--- src/rtl/hstl_iv_rx_capture_pkg.sv ---
// hstl_iv_rx_capture_pkg: receive-window state encodings shared by the capture top level
package hstl_iv_rx_capture_pkg;
  typedef enum logic [1:0] {
    RX   = 2'd0,
    TX   = 2'd1,
    TURN = 2'd2
  } win_t;
endpackage

--- src/rtl/hstl_rx_filter.sv ---
// hstl_rx_filter: consecutive-sample glitch filter; C/R/CE clock-reset-enable, en = receive window, s = synced pad level, O/RISE/FALL/GLITCH outputs
module hstl_rx_filter #(
  parameter int   FILTER_LEN = 3,
  parameter logic INIT       = 1'b0
) (
  input  logic C,
  input  logic R,
  input  logic CE,
  input  logic en,
  input  logic s,
  output logic O,
  output logic RISE,
  output logic FALL,
  output logic GLITCH
);
  localparam int CW = $clog2(FILTER_LEN + 1);
  localparam logic [CW-1:0] LAST = CW'(FILTER_LEN - 1);
  logic [CW-1:0] cnt;
  always_ff @(posedge C) begin
    if (R) begin
      O      <= INIT;
      cnt    <= '0;
      RISE   <= 1'b0;
      FALL   <= 1'b0;
      GLITCH <= 1'b0;
    end else begin
      RISE   <= 1'b0;
      FALL   <= 1'b0;
      GLITCH <= 1'b0;
      if (CE) begin
        if (!en) cnt <= '0;
        else if (s != O) begin
          if (cnt == LAST) begin
            O    <= s;
            cnt  <= '0;
            RISE <= s;
            FALL <= ~s;
          end else cnt <= cnt + 1'b1;
        end else if (cnt != '0) begin
          cnt    <= '0;
          GLITCH <= 1'b1;
        end
      end
    end
  end
endmodule

--- src/rtl/hstl_iv_rx_capture.sv ---
// hstl_iv_rx_capture: pad receive path with synchroniser, driver-aware blanking window and glitch filter; C/R/CE, I pad in, T local tristate, O/RISE/FALL/GLITCH/VALID out
module hstl_iv_rx_capture
  import hstl_iv_rx_capture_pkg::*;
#(
  parameter int   SYNC_STAGES = 2,
  parameter int   FILTER_LEN  = 3,
  parameter int   TURNAROUND  = 2,
  parameter logic INIT        = 1'b0
) (
  input  logic C,
  input  logic R,
  input  logic CE,
  input  logic I,
  input  logic T,
  output logic O,
  output logic RISE,
  output logic FALL,
  output logic GLITCH,
  output logic VALID
);
  if (SYNC_STAGES < 2 || SYNC_STAGES > 4) begin : g_bad_sync
    $error("SYNC_STAGES out of range 2..4");
  end
  if (FILTER_LEN < 1 || FILTER_LEN > 15) begin : g_bad_filter
    $error("FILTER_LEN out of range 1..15");
  end
  if (TURNAROUND < 0 || TURNAROUND > 15) begin : g_bad_turn
    $error("TURNAROUND out of range 0..15");
  end
  // Global tristate is a pulled-low net that is idle outside configuration, so it reads as 0 here.
  logic gts;
  assign gts = 1'b0;
  logic drive;
  assign drive = ~T & ~gts;
  logic [SYNC_STAGES-1:0] sync;
  logic s;
  assign s = sync[SYNC_STAGES-1];
  always_ff @(posedge C) begin
    if (R) sync <= {SYNC_STAGES{INIT}};
    else if (CE) sync <= {sync[SYNC_STAGES-2:0], I};
  end
  win_t state, state_nxt;
  logic [3:0] tcnt, tcnt_nxt;
  always_comb begin
    state_nxt = state;
    tcnt_nxt  = tcnt;
    unique case (state)
      RX: state_nxt = drive ? TX : RX;
      TX:
        if (!drive) begin
          state_nxt = (TURNAROUND > 0) ? TURN : RX;
          tcnt_nxt  = 4'(TURNAROUND - 1);
        end
      TURN:
        if (drive) state_nxt = TX;
        else if (tcnt == 4'd0) state_nxt = RX;
        else tcnt_nxt = tcnt - 4'd1;
      default: state_nxt = RX;
    endcase
  end
  always_ff @(posedge C) begin
    if (R) begin
      state <= RX;
      tcnt  <= 4'd0;
    end else if (CE) begin
      state <= state_nxt;
      tcnt  <= tcnt_nxt;
    end
  end
  assign VALID = (state == RX);
  // Masking with drive keeps O frozen when the driver turns on in the very cycle a count would complete.
  hstl_rx_filter #(
    .FILTER_LEN(FILTER_LEN),
    .INIT      (INIT)
  ) u_filter (
    .C     (C),
    .R     (R),
    .CE    (CE),
    .en    ((state == RX) & ~drive),
    .s     (s),
    .O     (O),
    .RISE  (RISE),
    .FALL  (FALL),
    .GLITCH(GLITCH)
  );
endmodule
--- config.mk ---
export PLATFORM = sky130hd
export DESIGN_NAME = hstl_iv_rx_capture
export DESIGN_NICKNAME = d
export VERILOG_FILES = /design/src/rtl/hstl_iv_rx_capture_pkg.sv /design/src/rtl/hstl_rx_filter.sv /design/src/rtl/hstl_iv_rx_capture.sv
export SDC_FILE = /design/constraint.sdc
export NUM_CORES = 1
export LEC_CHECK = 0
export ABC_AREA = 1
export CAP_MARGIN = 20
export CORE_ASPECT_RATIO = 1.1
export CORE_UTILIZATION = 35
export CTS_BUF_LIST = sky130_fd_sc_hd__clkbuf_8
export CTS_CLUSTER_SIZE = 12
export DETAILED_ROUTE_END_ITERATION = 7
export HOLD_SLACK_MARGIN = 0.05
export PLACE_DENSITY = 0.66
export SYNTH_ARGS = -nofsm -noshare
export SYNTH_HDL_FRONTEND = slang
export SYNTH_SLANG_ARGS = --single-unit
--- constraint.sdc ---
create_clock -name C -period 2.8 [get_ports C]
set_clock_uncertainty 0.15 [all_clocks]
set_input_delay 0.56 -clock C [delete_from_list [all_inputs] [get_ports C]]
set_output_delay 0.56 -clock C [all_outputs]
set_load 0.02 [all_outputs]
== After elaboration in Yosys (flattened, before gate mapping) ==
Cells that the tools add are included.

* Add/subtract/negate cells: 2
* Reduce and logical (&&, ||, !) cells: 10
* Bitwise operators: 6
* Equality and inequality tests: 9
* Multiplexer cells: 14

{| class="wikitable"
|+ Operator list
! cell !! number
|-
| two-way mux 2 bit || 7
|-
| two-way mux 4 bit || 3
|-
| one-hot mux 4 bit (2 select lines) || 1
|-
| inequality test 2 bit (second input constant) || 3
|-
| inequality test 3 bit (second input constant) || 2
|-
| one-hot mux 2 bit (3 select lines) || 1
|-
| inverter 1 bit || 5
|-
| AND reduction 5 bit || 1
|-
| OR reduction 5 bit || 1
|-
| equality test 2 bit (second input constant) || 2
|-
| zero test 4 bit || 1
|-
| AND reduction 4 bit || 1
|-
| nonzero test 2 bit || 2
|-
| OR reduction 4 bit || 1
|-
| subtractor 4 x 1 -> 4 bit (second input constant) || 1
|-
| AND reduction 3 bit || 1
|-
| adder 2 x 1 -> 2 bit (second input constant) || 1
|-
| equality test 2 x 1 -> 1 bit (second input constant) || 1
|-
| zero test 2 bit || 1
|-
| two-way mux 1 bit || 2
|-
| AND reduction 2 bit || 1
|-
| AND 1 bit || 1
|-
| inequality test 1 bit || 1
|}

* Input bits: 5
* Flip-flop bits (word level): 14
* Logic and storage cells: 49
* Output and inout bits: 5

== Depth between registers and ports, before layout ==
Gate-level depths: netlist (run 1).

* Depth in word-level cells: 4
* Mapped depth: 9

== Modules after synthesis ==
A second synthesis (run 1) with hierarchy kept.

* Cells, all modules: 110
* Area total of the unflattened synthesis: 724.4 um2

{| class="wikitable"
|+ Modules (own cells, without submodules)
! module !! seq. area each (um2) !! cells each !! area each (um2) !! times used
|-
| hstl_iv_rx_capture || 160.2 || 73 || 459.2 || 1
|-
| hstl_rx_filter || 120.1 || 37 || 265.3 || 1
|}

== Least setup slack after synthesis (run 1) ==
No wires, ideal clock.

* Kind: flip-flop to output port
* Start point: register state[0]
* End point: output port VALID
* Arrival: 684 ps
* Path buffers: 0
* Slack: 1406 ps
* Stages on the path, launching flop included: 2
* Cells stage by stage: dfxtp_1 nor2_1

* Word-level cells in the longest chain between the ends: 1

{| class="wikitable"
|+ RTL lines
! element !! line !! source
|-
| start: declaration || hstl_iv_rx_capture.sv:42 || <nowiki>win_t state, state_nxt;</nowiki>
|-
| start signal: assignment || hstl_iv_rx_capture.sv:66 || <nowiki>state <= state_nxt;</nowiki>
|-
| zero test 2 bit || hstl_iv_rx_capture.sv:70 || <nowiki>assign VALID = (state == RX);</nowiki>
|-
| end: declaration || hstl_iv_rx_capture.sv:19 || <nowiki>output logic VALID</nowiki>
|}

Every way passes these cells.

== Worst setup path in the final report (run 1) ==
Ends and elaborated chain as after synthesis.

==> results of run 1 <==
critical path: cells and delay by family (launching register included):
family | cells | cell delay [ns]
flops | 1 | 0.35
simple gates | 1 | 0.20
buf+inv | 1 | 0.64
final cells by class:
class	instances	area [um2]	area share, %
Sequential cell	14	280	31.1
Multi-Input combinational cell	85	374	41.5
Tap cell	28	35.0	3.88
Inverter	18	67.6	7.49
Timing Repair Buffer	9	90.1	9.99
Clock buffer	4	55.1	6.10
stage by stage:
stage,hold WS [ns],setup slack (ns)
global route,0.341,0.558
global placement,0.295,0.785
floorplan,0.263,1.41
detailed placement,0.298,0.747
finish,0.313,0.647
CTS,0.315,0.638
synth_stat cells:
library cell  number  area [um2]
o21ai_2            1        8.76
nor2_4             1        11.3
ha_1               1        12.5
buf_4              2        15.0
nor2_1            22        82.6
nand3_1           12        60.1
nor3_1             1        5.00
nand3_2            1        10.0
o21ai_0            4        20.0
a21oi_1            5        25.0
nand2_1           37         139
inv_1             18        67.6
dfxtp_1           14         280
worst min path at each step:
stage | startpoint | end | slack (ns) | cells past startpoint
finish | sync[1] | u_filter.FALL | 0.31 | 1
global route | sync[1] | u_filter.FALL | 0.34 | 1
CTS | sync[1] | u_filter.FALL | 0.31 | 1
detailed placement | sync[1] | u_filter.FALL | 0.30 | 1
global placement | sync[1] | u_filter.FALL | 0.30 | 1
floorplan | sync[1] | u_filter.FALL | 0.26 | 1
power breakdown:
group	total, mW	switching (mW)	internal, mW	leakage [nW]
sequential	0.216	0.00725	0.209	0.114
clock	0.201	0.0766	0.125	0.0288
combinational	0.0847	0.0531	0.0315	0.296
cell families (layout without fill, tap and decap cells):
family,Yosys count,after routing
simple gates,74,74
buf+inv,20,31
flops,14,14
compound gates,10,10
fa+ha+maj,1,1
sequential cells by signal, indices dropped and copies added, names as in the netlist:
name and count:
u_filter.FALL 1, state 2, u_filter.cnt 2, u_filter.RISE 1, u_filter.O 1, tcnt 4
sync 2, u_filter.GLITCH 1
per-layer routing:
layer / routed length [um] / part of all wire [%] / global-route usage (%)
met5: 0 / 0 / 0
met4: 34 / 2.3 / 7.84
met3: 76 / 5.1 / 4.40
met2: 675 / 45 / 22.6
met1: 697 / 47 / 19.6
==> impl_metrics.json, run 1 <==
{
  "status": "completed",
  "ys_seq_area_share_pct": 38.0,
  "slowest_stage": "clkdlybuf4s50_1",
  "final_cell_area_um2": 902,
  "drc": 0,
  "critPathArrivalTime_ns": 1.44,
  "num_rows": 17,
  "clk_latency_ns": 0.25,
  "reg2reg_depth": 7,
  "drtIter0Drc": 18,
  "antenna_cells": 0,
  "final-hold-violation-count": 0,
  "mostFrequentLayoutCell": "nand2_1",
  "crit_end": "VALID",
  "routed_wl_um": 1480,
  "period_share_pct": 76.9,
  "synth_top_family_by_area": "simple AND/OR/NAND/NOR gates",
  "postCtsHoldBufs": 0,
  "cp_cell_sequence": "nor2_1 > clkdlybuf4s50_1",
  "ys_ff_latch": 14,
  "synth_area_per_cell_um2": 6.19,
  "die-height_um": 50.1,
  "die_w_um": 45.8,
  "pin_count": 10,
  "cp.required_ns": 2.09,
  "port_buffers": 9,
  "r2r_end": "state[0]",
  "final-instance-count-excl-fill": 158,
  "power_density_nw_per_um2": 557,
  "path_class": "reg -> out",
  "globalRouteTotalUtil_pct": 15.3,
  "ant_nets": 0,
  "wl_per_cell_um": 9.39,
  "grt_pass1_vias": 637,
  "clkSinkCount": 14,
  "fmaxAchievable_mhz": 465,
  "syn_area_um2": 737,
  "cts.clk_slew.worst_paths_ns": 0.06,
  "yosys.area_share.adder_pct": 1.70,
  "cts_resized": 0,
  "path_max_fanout": 4,
  "synth_xor_area_share_pct": 0,
  "drv_slew": 0,
  "worst_path_largest_cell_delay_ns": 0.64,
  "vias": 724,
  "die-area_um2": 2290,
  "layout_common_cells": "37 x nand2_1, 22 x nor2_1, 18 x inv_1",
  "nets": 137,
  "fillers": 236,
  "dp_hpwl_um": 1110,
  "antenna_found_initial": 0,
  "overflow": 0,
  "postCtsSetupBuffers": 0,
  "period_minus_slack_ns": 2.15,
  "rsz0062_at_grt": "false",
  "htree_levels": 1,
  "placed_cell_area_um2": 847,
  "core-area_um2": 2000,
  "drv_cap": 0,
  "ff2ff_setup_slack_ns": 1.43,
  "r2r-start": "tcnt[0]",
  "synth-compound-area-share_pct": 7.30,
  "max-slew-margin-rel_pct": 76.9,
  "setup_viol": 0,
  "tightest_slew_ns": 0.346,
  "first_pass_iters": 4,
  "synth.area.mux_share_pct": 0,
  "p_leak_nw": 0.439,
  "ir_drop_v": 0.000452,
  "synthSimpleGateAreaFrac_pct": 41.8,
  "via_per_inst": 4.58,
  "syn_nets": 125,
  "worstHoldPathType": "reg -> reg",
  "grt_pass1_wl_um": 2510,
  "cts.root.buffer_cell": "clkbuf_8",
  "synth_cell_type_count": 13,
  "startpoint": "state[0]",
  "syn_inst": 119,
  "yosys_warnings": 0,
  "layout-drive-gt1-share_pct": 5.38,
  "start_util_pct": 36.9,
  "endpoint_kind": "output pin",
  "setup_tns_ns": 0,
  "finish.utilization_pct": 45.1,
  "dp.cells": 154,
  "area_growth_pct": 22.4,
  "finalPower_mw": 0.502,
  "place_congestion": 0.825,
  "cts_tree": "built",
  "numCtsBuffers": 3,
  "start_kind": "flip-flop",
  "grt_max_degree": 13,
  "cts_buffer_depth": 2
}
No activity file was read; power rests on OpenSTA's default activity.
==> run 2: changes to the inputs <==
clock period = 2.2 ns   (was 2.8 ns; I/O delays follow)
==> run 2 against run 1 <==
  * Routed wire length is 4.2% higher
  * Via count is 0.14% higher
  * Combinational power rose by 28%
  * Cell count is the same
  * Total power grew 27%
  * Highest routed layer unchanged
  * First-iteration DRC count stayed put
==> impl_metrics.json, run 2 (synthesized netlist as in run 1, its figures left out) <==
{
  "start_kind": "flip-flop",
  "regMostFlops": "tcnt",
  "cts.root.buffer_cell": "clkbuf_8",
  "clk_latency_ns": 0.25,
  "port_buffers": 9,
  "numCtsBuffers": 3,
  "postCtsSetupBuffers": 0,
  "final_cell_area_um2": 902,
  "cp.required_ns": 1.61,
  "pin_count": 10,
  "layout_common_cells": "37 x nand2_1, 22 x nor2_1, 18 x inv_1",
  "timing.hold.ws_ns": 0.309,
  "nets": 137,
  "final-hold-violation-count": 0,
  "critPathArrivalTime_ns": 1.43,
  "path_max_fanout": 4,
  "antenna_found_initial": 0,
  "path_class": "reg -> out",
  "overflow": 0,
  "routed_wl_um": 1550,
  "status": "completed",
  "layout-drive-gt1-share_pct": 5.38,
  "power.internal_mw": 0.465,
  "ant_nets": 0,
  "vias": 725,
  "largest_reg_flops": 4,
  "period_minus_slack_ns": 2.02,
  "placed_cell_area_um2": 847,
  "ir_drop_v": 0.000349,
  "period_share_pct": 92.0,
  "max-slew-margin-rel_pct": 79.1,
  "place_congestion": 0.856,
  "mostFrequentLayoutCell": "nand2_1",
  "pwr-share-comb_pct": 17.0,
  "grt_max_degree": 13,
  "finalPower_mw": 0.639,
  "num_rows": 17,
  "die-height_um": 50.1,
  "die_w_um": 45.8,
  "die-area_um2": 2290,
  "cts_buffer_depth": 2,
  "power_density_nw_per_um2": 709,
  "area_growth_pct": 22.4,
  "worstHoldPathType": "reg -> reg",
  "p_switching_mw": 0.174,
  "antenna_cells": 0,
  "clkSinkCount": 14,
  "wl_per_cell_um": 9.79,
  "first_pass_iters": 4,
  "switching_share_pct": 27.3,
  "post-place-ws_ns": 0.282,
  "worst_path_largest_cell_delay_ns": 0.64,
  "fmaxAchievable_mhz": 494,
  "setup_tns_ns": 0,
  "drtIter0Drc": 18,
  "endpoint_kind": "output pin",
  "cts_tree": "built",
  "power_frac_seq_pct": 43.0,
  "globalRouteTotalUtil_pct": 15.7,
  "tightest_slew_ns": 0.313,
  "drv_cap": 0,
  "slowest_stage": "clkdlybuf4s50_1",
  "setup_viol": 0,
  "start_util_pct": 36.9,
  "drv_slew": 0,
  "grt_pass1_wl_um": 2590,
  "core-area_um2": 2000,
  "pwr-share-clk_pct": 40.0,
  "cp_cell_sequence": "nor2_1 > clkdlybuf4s50_1",
  "rsz0062_at_grt": "false",
  "p_leak_nw": 0.439,
  "grt_pass1_vias": 652,
  "drc": 0,
  "postCtsHoldBufs": 0,
  "cts_resized": 0,
  "setup_ws_ns": 0.176,
  "htree_levels": 1,
  "dp_hpwl_um": 1160,
  "via_per_inst": 4.59,
  "cts.clk_slew.worst_paths_ns": 0.06
}
==> run 2: cell counts in the layout (fill, tap and decap cells not counted) <==
Identical to the previous run, type by type.
==> run 2: final cells by class <==
class / instances / area (um2)
tap: 28 / 35.0
multi-input combinational: 85 / 374
timing repair buffer: 9 / 90.1
fill: 225 / 1100
clock buffer: 4 / 55.1
inverter: 18 / 67.6
sequential: 14 / 280
==> run 2: final timing paths <==
check,from,endpoint,slack [ns],cells past startpoint
worst max-delay path,state[0],VALID,0.18,2
worst min-delay path,sync[1],u_filter.FALL,0.31,1
worst max register to register,tcnt[0],state[0],0.84,7
worst min register to register,sync[1],u_filter.FALL,0.31,1
==> run 2: power groups by stage <==
stage	clock (mW)	sequential [mW]	combinational (mW)
after floorplan	0	0.279	0.0804
after global placement	0	0.280	0.105
after detailed placement	0	0.281	0.107
after CTS	0.264	0.275	0.108
after global routing	0.281	0.277	0.124
final	0.256	0.275	0.108
==> run 2: per-stage QoR <==
stage | instances | utilization [%]
2_1_floorplan | 119 | -
3_3_place_gp | 154 | 42.4
3_5_place_dp | 154 | 42.4
4_1_cts | 158 | 45.1
5_1_grt | 158 | 45.1
6_report | 158 | 45.1
==> run 2: worst max-delay path, delay by kind of cell, from the launching register on <==
kind	cells	cell delay, ns
buffers and inverters	1	0.64
flip-flops	1	0.35
AND/OR/NAND/NOR	1	0.19
==> run 2: metal layers <==
metal / global-route usage, % / vias to the layer above / part of all wire (%)
li1: - / 389 / -
met1: 19.2 / 322 / 46
met2: 22.9 / 11 / 49
met3: 5.86 / 3 / 3.7
met4: 9.31 / 0 / 1.9
met5: 0 / - / 0
